File: src/rtl/ren_delay_ctrl_if.sv
// Handshake bundle between a delay-line sequencer and its neighbours.
// slave: the sequencer side; master: the upstream/downstream/line side.
interface ren_delay_ctrl_if #(
    parameter int P_WIDTH = 8
);
    logic               i_s_valid;
    logic               o_s_ready;
    logic               o_dl_en;
    logic [P_WIDTH-1:0] i_dl_data;
    logic               o_m_valid;
    logic               i_m_ready;
    logic [P_WIDTH-1:0] o_m_data;

    modport slave (
        input  i_s_valid, i_dl_data, i_m_ready,
        output o_s_ready, o_dl_en, o_m_valid, o_m_data
    );

    modport master (
        output i_s_valid, i_dl_data, i_m_ready,
        input  o_s_ready, o_dl_en, o_m_valid, o_m_data
    );
endinterface

File: src/rtl/ren_delay_ctrl.sv
// Valid/ready sequencer for an external enable-gated delay line.
// Tracks a valid bit per line stage, gates the line enable while the line
// is empty, and catches line output in a show-ahead FIFO. Input is admitted
// only against a free FIFO credit, so the line never has to stall.
module ren_delay_ctrl #(
    parameter int P_WIDTH      = 8,
    parameter int P_NUM_DELAY  = 8,
    parameter int P_FIFO_DEPTH = 16
) (
    input  logic           clk,
    input  logic           rst_n,
    input  logic           i_flush,
    ren_delay_ctrl_if.slave bus
);
    localparam int PW = $clog2(P_FIFO_DEPTH);
    localparam int CW = $clog2(P_FIFO_DEPTH + 1);
    localparam logic [PW-1:0] LAST_PTR = PW'(P_FIFO_DEPTH - 1);
    localparam logic [CW-1:0] FULL_CNT = CW'(P_FIFO_DEPTH);

    // cnt_q counts items in the line plus items in the FIFO (credits in use)
    logic [CW-1:0]                         cnt_q, cnt_d;
    logic [CW-1:0]                         fill_q, fill_d;
    logic [P_NUM_DELAY-1:0]                vld_q, vld_d;
    logic [PW-1:0]                         wr_ptr_q, wr_ptr_d;
    logic [PW-1:0]                         rd_ptr_q, rd_ptr_d;
    logic [P_FIFO_DEPTH-1:0][P_WIDTH-1:0]  mem_q;

    logic s_fire, m_fire, dl_en, fifo_wr, fifo_empty, fifo_full;

    // Pointer wrap handles non-power-of-two depths
    function automatic logic [PW-1:0] ptr_inc(input logic [PW-1:0] p);
        return (p == LAST_PTR) ? '0 : p + PW'(1);
    endfunction

    assign fifo_empty    = (fill_q == '0);
    assign fifo_full     = (fill_q == FULL_CNT);
    assign bus.o_s_ready = (cnt_q < FULL_CNT) & ~i_flush;
    assign s_fire        = bus.i_s_valid & bus.o_s_ready;
    assign bus.o_m_valid = ~fifo_empty & ~i_flush;
    assign m_fire        = bus.o_m_valid & bus.i_m_ready;
    // Line only advances while it holds data or takes a new item; frozen in flush
    assign dl_en         = ~i_flush & (s_fire | (|vld_q));
    assign bus.o_dl_en   = dl_en;
    assign fifo_wr       = dl_en & vld_q[P_NUM_DELAY-1];
    assign bus.o_m_data  = mem_q[rd_ptr_q];

    // Next-state for credits, FIFO occupancy/pointers and stage valids
    always_comb begin
        cnt_d    = cnt_q;
        fill_d   = fill_q;
        wr_ptr_d = wr_ptr_q;
        rd_ptr_d = rd_ptr_q;
        vld_d    = vld_q;

        if (s_fire && !m_fire)      cnt_d = cnt_q + CW'(1);
        else if (!s_fire && m_fire) cnt_d = cnt_q - CW'(1);

        if (fifo_wr && !m_fire)      fill_d = fill_q + CW'(1);
        else if (!fifo_wr && m_fire) fill_d = fill_q - CW'(1);

        if (fifo_wr) wr_ptr_d = ptr_inc(wr_ptr_q);
        if (m_fire)  rd_ptr_d = ptr_inc(rd_ptr_q);

        if (dl_en) begin
            vld_d[0] = s_fire;
            for (int i = 1; i < P_NUM_DELAY; i++) vld_d[i] = vld_q[i-1];
        end

        // Stale line contents are harmless once vld is cleared
        if (i_flush) begin
            cnt_d    = '0;
            fill_d   = '0;
            wr_ptr_d = '0;
            rd_ptr_d = '0;
            vld_d    = '0;
        end
    end

    // Control state registers
    always_ff @(posedge clk or negedge rst_n) begin
        if (!rst_n) begin
            cnt_q    <= '0;
            fill_q   <= '0;
            wr_ptr_q <= '0;
            rd_ptr_q <= '0;
            vld_q    <= '0;
        end else begin
            cnt_q    <= cnt_d;
            fill_q   <= fill_d;
            wr_ptr_q <= wr_ptr_d;
            rd_ptr_q <= rd_ptr_d;
            vld_q    <= vld_d;
        end
    end

    // FIFO storage; cleared on reset so the idle head reads as zero
    always_ff @(posedge clk or negedge rst_n) begin
        if (!rst_n) mem_q <= '0;
        else if (fifo_wr) mem_q[wr_ptr_q] <= bus.i_dl_data;
    end

    // Credits must make a write into a full FIFO impossible
    a_no_wr_full: assert property (@(posedge clk) disable iff (!rst_n) !(fifo_wr && fifo_full));
endmodule

File: src/flat_wrapper.sv
// flat-port wrapper written by rule: the top's interface ports become plain ports
module ren_delay_ctrl_flat 
#(
    parameter int P_WIDTH      = 8,
    parameter int P_NUM_DELAY  = 8,
    parameter int P_FIFO_DEPTH = 16
)
  (clk, rst_n, i_flush, bus_i_s_valid, bus_i_dl_data, bus_i_m_ready, bus_o_s_ready, bus_o_dl_en, bus_o_m_valid, bus_o_m_data);
  ren_delay_ctrl_if #(.P_WIDTH(P_WIDTH)) bus_i ();
  input  logic clk;
  input  logic rst_n;
  input  logic i_flush;
  input wire logic [$bits(bus_i.i_s_valid)-1:0] bus_i_s_valid;
  input wire logic [$bits(bus_i.i_dl_data)-1:0] bus_i_dl_data;
  input wire logic [$bits(bus_i.i_m_ready)-1:0] bus_i_m_ready;
  output wire logic [$bits(bus_i.o_s_ready)-1:0] bus_o_s_ready;
  output wire logic [$bits(bus_i.o_dl_en)-1:0] bus_o_dl_en;
  output wire logic [$bits(bus_i.o_m_valid)-1:0] bus_o_m_valid;
  output wire logic [$bits(bus_i.o_m_data)-1:0] bus_o_m_data;
  assign bus_i.i_s_valid = bus_i_s_valid;
  assign bus_i.i_dl_data = bus_i_dl_data;
  assign bus_i.i_m_ready = bus_i_m_ready;
  assign bus_o_s_ready = bus_i.o_s_ready;
  assign bus_o_dl_en = bus_i.o_dl_en;
  assign bus_o_m_valid = bus_i.o_m_valid;
  assign bus_o_m_data = bus_i.o_m_data;
  ren_delay_ctrl #(.P_WIDTH(P_WIDTH), .P_NUM_DELAY(P_NUM_DELAY), .P_FIFO_DEPTH(P_FIFO_DEPTH)) u_core (.clk(clk), .rst_n(rst_n), .i_flush(i_flush), .bus(bus_i));
endmodule
File: config.mk
export PLATFORM = sky130hd
export DESIGN_NAME = ren_delay_ctrl_flat
export DESIGN_NICKNAME = d
export VERILOG_FILES = /design/src/rtl/ren_delay_ctrl_if.sv /design/src/rtl/ren_delay_ctrl.sv /design/src/flat_wrapper.sv
export SDC_FILE = /design/constraint.sdc
export NUM_CORES = 1
export LEC_CHECK = 0
export BUFFER_PORTS_ARGS = -buffer_cell sky130_fd_sc_hd__buf_2
export CORE_ASPECT_RATIO = 0.9
export CORE_MARGIN = 4
export CORE_UTILIZATION = 55
export DETAILED_ROUTE_END_ITERATION = 16
export HOLD_SLACK_MARGIN = 0.15
export PLACE_DENSITY = 0.73
export SLEW_MARGIN = 40
export SYNTH_ARGS = -nofsm -noshare
export SYNTH_HDL_FRONTEND = slang
export SYNTH_SLANG_ARGS = --single-unit
File: constraint.sdc
create_clock -name clk -period 3.15 [get_ports clk]
set_input_delay 0.63 -clock clk [delete_from_list [all_inputs] [get_ports clk]]
set_output_delay 0.63 -clock clk [all_outputs]
set_load 0.1 [all_outputs]
==> flow_metrics.env, run 1 <==
export IMPL_gp_congestion=0.817
export IMPL_post_route_min_period_ns=3.07
export IMPL_setup_viol=0
export IMPL_worstPathCellList="buf_12 > mux4_1 > a22o_1 > a221o_1 > buf_2"
export IMPL_synth_distinct_cells=51
export IMPL_worstHoldPathType="reg2reg"
export IMPL_synth_edf_count=0
export IMPL_clockBufferDepth=2
export IMPL_rows=40
export IMPL_globalRoute_totalOverflow=0
export IMPL_die_w_um=131
export IMPL_synth_largest_area_cell="dfrtp_1"
export IMPL_worstMarginPinSlew_ns=0.701
export IMPL_hold_viol=0
export IMPL_drcViolationCount=0
export IMPL_pre_cts_ws_ns=0.432
export IMPL_final_nets=579
export IMPL_num_vias=4600
export IMPL_layout_common_cells="dfrtp_1 (153), mux2_2 (127), mux4_2 (26)"
export IMPL_diodes=0
export IMPL_die_area_mm2=0.0155
export IMPL_synth_top_area_frac=0.516
export IMPL_cpPeakStageDelay_ns=0.57
export IMPL_cp_end_kind="primary output"
export IMPL_synth_area_mm2=0.00747
export IMPL_port_buffers=23
export IMPL_layout_drive_gt1_share=0.436
export IMPL_grt_max_degree=93
export IMPL_syn_inst=518
export IMPL_io_pin_count=24
export IMPL_antenna_found_initial=1
export IMPL_fin_crit_sh=0.974
export IMPL_max_freq_mhz=326
export IMPL_powerDensity_mw_per_mm2=613
export IMPL_die_h_um=119
export IMPL_drt_iter0_markers=334
export IMPL_worstPathMaxFanout=18
export IMPL_area_growth_synth_to_final_pct=13.0
export IMPL_grt_pass1_wl_mm=26.0
export IMPL_multiInputGateArea_mm2=0.00347
export IMPL_max_slew_margin_rel=0.531
export IMPL_antenna_left=0
export IMPL_track_usage=0.223
export IMPL_hpwl_mm=10.1
export IMPL_wl_mm=16.3
export IMPL_yosys_warnings=0
export IMPL_ir_worst_vdd_v=0.000542
export IMPL_critPathKind="reg2out"
export IMPL_cts_root_buf="clkbuf_16"
export IMPL_ff_latch_area_mm2=0.00385
export IMPL_cts_tree="built"
export IMPL_cp_slowest_cell="mux4_1"
export IMPL_cp_start_kind="register"
export IMPL_start_util=0.561
export IMPL_wl_per_cell_um=22.3
export IMPL_setup_slack_ns=0.0831
export IMPL_tns_ns=0
export IMPL_arrival_ns=2.44
export IMPL_syn_area_per_cell_um2=14.4
export IMPL_drt_vias_per_instance=6.28
export IMPL_rsz0062_at_grt="false"
export IMPL_async_flop_share=1.00
export IMPL_required_ns=2.52
export IMPL_p_leak_nw=3.96
export IMPL_clk_latency_ns=0.42
export IMPL_syn_num_nets=545
export IMPL_drt_pass1_iterations=5
export IMPL_n_fill_cell=959
export IMPL_status="completed"
export IMPL_ys_seq_area_frac=0.516
export IMPL_coreArea_mm2=0.0133
export IMPL_numCtsBuffers=17
export IMPL_fin_skew_ns=0.00809
export IMPL_htree_levels=4
export IMPL_synth_flop_cell="dfrtp_1"
export IMPL_grt_pass1_vias=4732
export IMPL_clkTransAtPathRegs_ns=0.06
export IMPL_slew_viol_final=0
export IMPL_clock_sinks=154
export IMPL_final_common_cell="dfrtp_1"
export IMPL_synthTopCellsByArea="dfrtp_1 (52%), mux2_2 (19%), mux4_2 (7.8%)"
export IMPL_postCtsSetupRepairBufs=0
export IMPL_max_cap_violations=0
export IMPL_synth_seq_cells=154
==> cells in the mapped netlist, drive strengths merged, types with 3 or more instances <==
cell    count
inv         4
xor2        4
a221o       8
clkbuf     14
mux4       32
nor2b      11
nand2      13
mux2      129
a21oi      16
mux2i       3
nor3        8
ha         12
nor2       25
and2        3
a211o       3
nor3b       5
nand2b      4
nand3      11
buf        12
a22o        8
dfrtp     154
o21ai       7
o211ai      3
a211oi      5
==> timing repair <==
item                                    CTS  global route
endpoints found under the setup margin    1             1
hold buffers                              0             1
gates resized for setup                   1             1
endpoints found under the hold margin     0            21
pin swaps                                 0             0
==> flip-flops by register name, indices dropped and copies added, names as in the netlist <==
register / flops
u_core.cnt_q: 5
u_core.fill_q: 5
u_core.mem_q: 128
u_core.rd_ptr_q: 4
u_core.vld_q: 8
u_core.wr_ptr_q: 4
==> power by group <==
part	internal (W)	switching (W)
registers	0.00204	0.0000655
logic	0.000416	0.000643
clock network	0.00119	0.000826
==> critical path, delay by kind of cell (launching register included) <==
family                 cells  cell delay, ns
multiplexers               1            0.57
AO/OA/AOI/OAI              2            0.55
flip-flops                 1            0.39
buffers and inverters      2            0.50
==> layer usage <==
layer	share of wire	track usage
met4	0.017	0.0623
met2	0.49	0.345
met1	0.44	0.316
met3	0.051	0.0565
met5	0.00080	0
==> through the flow <==
step                      hold WS (ns)  total power [W]   util  cell area (um2)  instances
final                            0.498          0.00518  0.634             8450        732
after global routing             0.512          0.00539  0.634             8450        732
after CTS                        0.333          0.00520  0.631             8400        730
after detailed placement         0.476          0.00317  0.587             7820        699
after global placement           0.463          0.00314  0.587             7820        699
after floorplan                  0.334          0.00294      -             7480        518
==> cell families (layout without fill, tap and decap cells) <==
group,count (synthesis),count (layout),synth area share
multiplexers,164,164,0.298
AO/OA/AOI/OAI,61,61,0.0595
buffers and inverters,30,76,0.0206
AND/OR/NAND/NOR,91,91,0.0760
adder cells (fa/ha/maj),14,14,0.0255
XOR/XNOR,4,4,0.00469
flip-flops,154,154,0.516
==> worst paths after layout <==
kind                       slack [ns]  depth (start not counted)                to               start
min reg2reg                      0.50                          1  u_core.mem_q[88]    u_core.mem_q[88]
min in group asynchronous        0.64                          2   u_core.cnt_q[1]               rst_n
min                              0.50                          1  u_core.mem_q[88]    u_core.mem_q[88]
max                              0.08                          5   bus_o_m_data[5]  u_core.rd_ptr_q[0]
max reg2reg                      0.44                          8  u_core.fill_q[4]    u_core.fill_q[1]
max in group asynchronous        1.59                          4  u_core.mem_q[52]               rst_n
==> area by class of cell <==
class / count / area share
multi-input combinational: 334 / 0.411
timing repair buffer: 41 / 0.0370
sequential: 154 / 0.456
inverter: 4 / 0.00178
clock buffer: 19 / 0.0524
clock inverter: 12 / 0.0163
tap: 168 / 0.0249
Power figures use the tool's default switching activity.
==> inputs of run 2 (changes only) <==
- ABC_AREA: not set -> 1
==> flow_metrics.env, run 2 <==
export IMPL_status="completed"
export IMPL_io_pin_count=24
export IMPL_grt_pass1_vias=5870
export IMPL_synthTopCellsByArea="dfrtp_1 (53%), nand2_1 (10%), o21ai_1 (9.3%)"
export IMPL_post_route_min_period_ns=3.00
export IMPL_synth_largest_area_cell="dfrtp_1"
export IMPL_async_flop_share=1.00
export IMPL_syn_inst=850
export IMPL_max_cap_violations=0
export IMPL_synth_top_area_frac=0.531
export IMPL_hpwl_mm=11.6
export IMPL_htree_levels=4
export IMPL_holdBufCountCts=0
export IMPL_grt_max_degree=84
export IMPL_critPathKind="reg2out"
export IMPL_drt_iter0_markers=470
export IMPL_cts_root_buf="clkbuf_16"
export IMPL_required_ns=2.52
export IMPL_clock_sinks=154
export IMPL_drcViolationCount=0
export IMPL_setup_viol=0
export IMPL_drt_pass1_iterations=5
export IMPL_wl_mm=17.9
export IMPL_synth_edf_count=0
export IMPL_clockBufferDepth=2
export IMPL_cp_end_kind="primary output"
export IMPL_tns_ns=0
export IMPL_place_inst=1005
export IMPL_fin_util=0.630
export IMPL_coreArea_mm2=0.0128
export IMPL_yosys_warnings=0
export IMPL_synth_area_mm2=0.00726
export IMPL_instances_no_fill=1037
export IMPL_n_fill_cell=1088
export IMPL_syn_area_per_cell_um2=8.54
export IMPL_fin_crit_sh=0.951
export IMPL_layout_common_cells="nand2_1 (196), dfrtp_1 (152), o21ai_1 (135)"
export IMPL_synth_most_common_cell="nand2_1"
export IMPL_clk_latency_ns=0.42
export IMPL_antenna_left=0
export IMPL_cts_tree="built"
export IMPL_rows=39
export IMPL_die_w_um=129
export IMPL_largest_reg_flops=128
export IMPL_track_usage=0.259
export IMPL_ir_worst_vdd_v=0.000623
export IMPL_grt_pass1_wl_mm=30.4
export IMPL_drt_vias_per_instance=5.77
export IMPL_layout_drive_gt1_share=0.104
export IMPL_die_area_mm2=0.0151
export IMPL_worstPathCellList="inv_2 > buf_4 > nor2_1 > o21ai_0 > o211ai_1 > nand3_1 > buf_2"
export IMPL_final_nets=887
export IMPL_cp_start_kind="register"
export IMPL_port_buffers=23
export IMPL_regMostFlops="u_core.mem_q"
export IMPL_max_slew_margin_rel=0.526
export IMPL_slew_viol_final=0
export IMPL_p_leak_nw=3.77
export IMPL_diodes=0
export IMPL_clkTransAtPathRegs_ns=0.06
export IMPL_cpPeakStageDelay_ns=0.44
export IMPL_numCtsBuffers=17
export IMPL_postCtsSetupRepairBufs=0
export IMPL_cp_slowest_cell="buf_2"
export IMPL_start_util=0.566
export IMPL_max_freq_mhz=334
export IMPL_rsz0062_at_grt="false"
export IMPL_globalRoute_totalOverflow=0
export IMPL_wl_per_cell_um=17.2
export IMPL_critPathBufInv=3
export IMPL_final_common_cell="nand2_1"
export IMPL_die_h_um=117
export IMPL_synth_distinct_cells=32
export IMPL_worstHoldPathType="in2async"
export IMPL_critPathTopFamily="buffers and inverters"
export IMPL_ys_seq_area_frac=0.531
export IMPL_arrival_ns=2.37
export IMPL_gp_congestion=0.836
export IMPL_placed_area_mm2=0.00754
export IMPL_antenna_found_initial=0
export IMPL_synth_seq_cells=154
export IMPL_synth_flop_cell="dfrtp_1"
export IMPL_fin_skew_ns=0.0111
export IMPL_hold_viol=0
export IMPL_syn_num_nets=877
export IMPL_reg_top3="u_core.mem_q x128, u_core.vld_q x8"
export IMPL_worstMarginPinSlew_ns=0.709
export IMPL_powerDensity_mw_per_mm2=718
export IMPL_worstPathMaxFanout=19
export IMPL_num_vias=5988
export IMPL_holdWs_ns=0.228
export IMPL_area_growth_synth_to_final_pct=11.4
export IMPL_final_cell_area_mm2=0.00809
export IMPL_synth_common_cells="nand2_1 (196), dfrtp_1 (154), o21ai_1 (135)"
export IMPL_cts_resized=0
-- run 2: path summary, 6_finish.rpt --
path                            slack (ns)  depth (start not counted)               end               start
worst max-delay path                  0.15                          7   bus_o_m_data[4]  u_core.rd_ptr_q[0]
worst min-delay path                  0.23                          1  u_core.fill_q[0]               rst_n
worst max register to register        0.68                         13  u_core.fill_q[4]    u_core.fill_q[0]
worst min register to register        0.49                          2  u_core.mem_q[55]    u_core.mem_q[55]
max in group asynchronous             2.14                          2   u_core.mem_q[3]               rst_n
min in group clk                      0.48                          3   u_core.vld_q[0]       bus_i_s_valid
-- run 2: final cells by class --
type | count | area, um2 | area share
clock buffer | 22 | 454 | 0.0561
clock inverter | 10 | 95.1 | 0.0118
inverter | 39 | 149 | 0.0184
multi-input combinational | 609 | 3030 | 0.375
sequential | 154 | 3860 | 0.477
tap | 164 | 205 | 0.0254
timing repair buffer | 39 | 299 | 0.0370
-- run 2: report_power, final --
part	total (W)	switching, W	internal, W
clock	0.00190	0.000796	0.00111
combinational	0.00174	0.00123	0.000516
sequential	0.00216	0.0000981	0.00206
-- run 2: cells by family after synthesis --
family                     Yosys count  share of synthesized area
xor gates and xnor gates             6                    0.00724
AOI/OAI and AO/OA                  231                      0.174
DFF                                154                      0.531
and+or+nand+nor                    358                      0.210
buffers and inverters               87                     0.0522
adders and majority gates           14                     0.0262
-- run 2: worst register-to-register path, delay by kind of cell (launching register included) --
kind / cells / cell delay (ns)
AOI/OAI and AO/OA: 1 / 0.20
adders and majority gates: 1 / 0.48
DFF: 1 / 0.44
and+or+nand+nor: 11 / 1.24
-- run 2: through the flow --
stage / worst slack, ns / total power [W]
finish: 0.155 / 0.00581
global route: 0.0199 / 0.00611
CTS: 0.166 / 0.00585
detailed placement: 0.329 / 0.00393
global placement: 0.488 / 0.00388
floorplan: 0.0615 / 0.00345
-- run 2: layer usage --
metal | share of wire | track usage | vias up
met5 | 0 | 0 | -
met4 | 0.015 | 0.0896 | 0
met3 | 0.058 | 0.0567 | 19
met2 | 0.48 | 0.417 | 193
met1 | 0.45 | 0.353 | 2916
li1 | - | - | 2860
==> inputs of run 3 (changes only) <==
- PLACE_DENSITY: 0.73 -> 0.76
- clock period: 3.15 -> 2.7 ns (I/O delays scaled with it)
==> flow_metrics.env, run 3 (synthesized netlist as in run 2, its figures left out) <==
export IMPL_io_pin_count=24
export IMPL_max_slew_margin_rel=0.543
export IMPL_power_frac_seq=0.350
export IMPL_numCtsBuffers=17
export IMPL_setup_viol=0
export IMPL_die_h_um=117
export IMPL_clk_latency_ns=0.43
export IMPL_cp_end_kind="primary output"
export IMPL_power_internal_w=0.00469
export IMPL_clkTransAtPathRegs_ns=0.06
export IMPL_powerDensity_mw_per_mm2=866
export IMPL_power_w=0.00722
export IMPL_rsz0062_at_grt="true"
export IMPL_max_freq_mhz=380
export IMPL_area_growth_synth_to_final_pct=14.8
export IMPL_fin_crit_sh=0.973
export IMPL_switching_share=0.350
export IMPL_antenna_found_initial=0
export IMPL_track_usage=0.257
export IMPL_p_comb_frac=0.314
export IMPL_required_ns=2.16
export IMPL_hold_viol=0
export IMPL_die_area_mm2=0.0151
export IMPL_arrival_ns=2.09
export IMPL_drt_pass1_iterations=5
export IMPL_start_util=0.566
export IMPL_worstPathMaxFanout=11
export IMPL_final_common_cell="nand2_1"
export IMPL_worstHoldPathType="in2reg"
export IMPL_n_fill_cell=1025
export IMPL_place_inst=1008
export IMPL_reg_top3="u_core.mem_q x128, u_core.vld_q x8"
export IMPL_drt_vias_per_instance=5.85
export IMPL_holdWs_ns=0.369
export IMPL_drcViolationCount=0
export IMPL_fin_skew_ns=0.00467
export IMPL_globalRoute_totalOverflow=0
export IMPL_clockBufferDepth=2
export IMPL_die_w_um=129
export IMPL_num_vias=6104
export IMPL_htree_levels=4
export IMPL_gp_congestion=0.855
export IMPL_coreArea_mm2=0.0128
export IMPL_max_cap_violations=0
export IMPL_largest_reg_flops=128
export IMPL_critPathKind="reg2out"
export IMPL_tns_ns=0
export IMPL_rows=39
export IMPL_final_nets=895
export IMPL_hpwl_mm=11.6
export IMPL_port_buffers=23
export IMPL_multiInputGateArea_mm2=0.00305
export IMPL_wl_mm=18.0
export IMPL_wl_per_cell_um=17.2
export IMPL_cts_root_buf="clkbuf_16"
export IMPL_cp_start_kind="register"
export IMPL_grt_pass1_vias=5858
export IMPL_cts_tree="built"
export IMPL_antenna_left=0
export IMPL_clock_sinks=154
export IMPL_slew_viol_final=0
export IMPL_pwr_share_clk=0.336
export IMPL_layout_common_cells="nand2_1 (196), dfrtp_1 (152), o21ai_1 (137)"
export IMPL_post_route_min_period_ns=2.63
export IMPL_layout_drive_gt1_share=0.115
export IMPL_ir_worst_vdd_v=0.000549
export IMPL_worstMarginPinSlew_ns=0.684
export IMPL_p_leak_nw=3.88
export IMPL_diodes=0
export IMPL_regMostFlops="u_core.mem_q"
export IMPL_drt_iter0_markers=707
export IMPL_grt_max_degree=66
export IMPL_p_sw_w=0.00253
export IMPL_status="completed"
export IMPL_instances_no_fill=1044
export IMPL_ff_latch_area_mm2=0.00386
export IMPL_grt_pass1_wl_mm=30.0
run 3: cell count changes in the layout (fill, tap and decap cells not counted), sizes merged:
cell and delta:
clkbuf -2, clkinv -3, bufinv +2, inv +1, buf +8, dlygate4sd3 +1
run 3: worst paths after layout:
| path | slack (ns) | cells past startpoint | end | from |
|---|---|---|---|---|
| worst min-delay path | 0.37 | 3 | u_core.vld_q[0] | bus_i_s_valid |
| worst min register to register | 0.48 | 2 | u_core.mem_q[55] | u_core.mem_q[55] |
| max in group asynchronous | 1.21 | 3 | u_core.mem_q[19] | rst_n |
| min in group asynchronous | 0.67 | 2 | u_core.mem_q[107] | rst_n |
| worst max-delay path | 0.07 | 8 | bus_o_m_data[6] | u_core.rd_ptr_q[0] |
| worst max register to register | 0.30 | 13 | u_core.fill_q[4] | u_core.fill_q[1] |
run 3: power by group through the flow:
stage	Sequential [W]	Clock (W)	Combinational (W)
detailed placement	0.00258	0	0.00217
global route	0.00254	0.00258	0.00246
CTS	0.00253	0.00247	0.00221
finish	0.00253	0.00242	0.00226
global placement	0.00257	0	0.00212
floorplan	0.00252	0	0.00152
run 3: metrics by stage:
| stage | instance area, um2 | worst slack (ns) | util |
|---|---|---|---|
| after floorplan | 7270 | 0.0563 | - |
| after global placement | 7670 | 0.303 | 0.597 |
| after detailed placement | 7670 | 0.129 | 0.597 |
| after CTS | 8290 | -0.00576 | 0.646 |
| after global routing | 8340 | -0.0169 | 0.650 |
| final | 8340 | 0.0716 | 0.650 |
run 3: worst max-delay path: stages (launching register included):
cell      delay [ns]
dfrtp_2         0.46
buf_4           0.19
nor2_1          0.12
nor2_1          0.05
o21ai_0         0.07
o21ai_1         0.09
o211ai_1        0.28
nand3_1         0.18
buf_12          0.21
run 3: what timing repair did:
item	CTS	global route
setup buffers	1	3
hold buffers	1	0
gates resized for setup	2	7
hold endpoints to repair	62	0
setup endpoints to repair	5	6
pin swaps	2	7
run 3: area by class of cell:
type                       instances  area share
clock buffer                      21      0.0552
sequential                       154       0.463
timing repair buffer              47      0.0573
inverter                          39      0.0179
multi-input combinational        609       0.365
tap                              164      0.0246
clock inverter                    10      0.0170
run 3: routing by layer:
| metal | vias up | wire (um) | GRT usage |
|---|---|---|---|
| met2 | 206 | 8520 | 0.405 |
| met4 | 0 | 404 | 0.103 |
| li1 | 2890 | - | - |
| met1 | 2978 | 7870 | 0.349 |
| met5 | - | 0 | 0 |
| met3 | 30 | 1180 | 0.0599 |
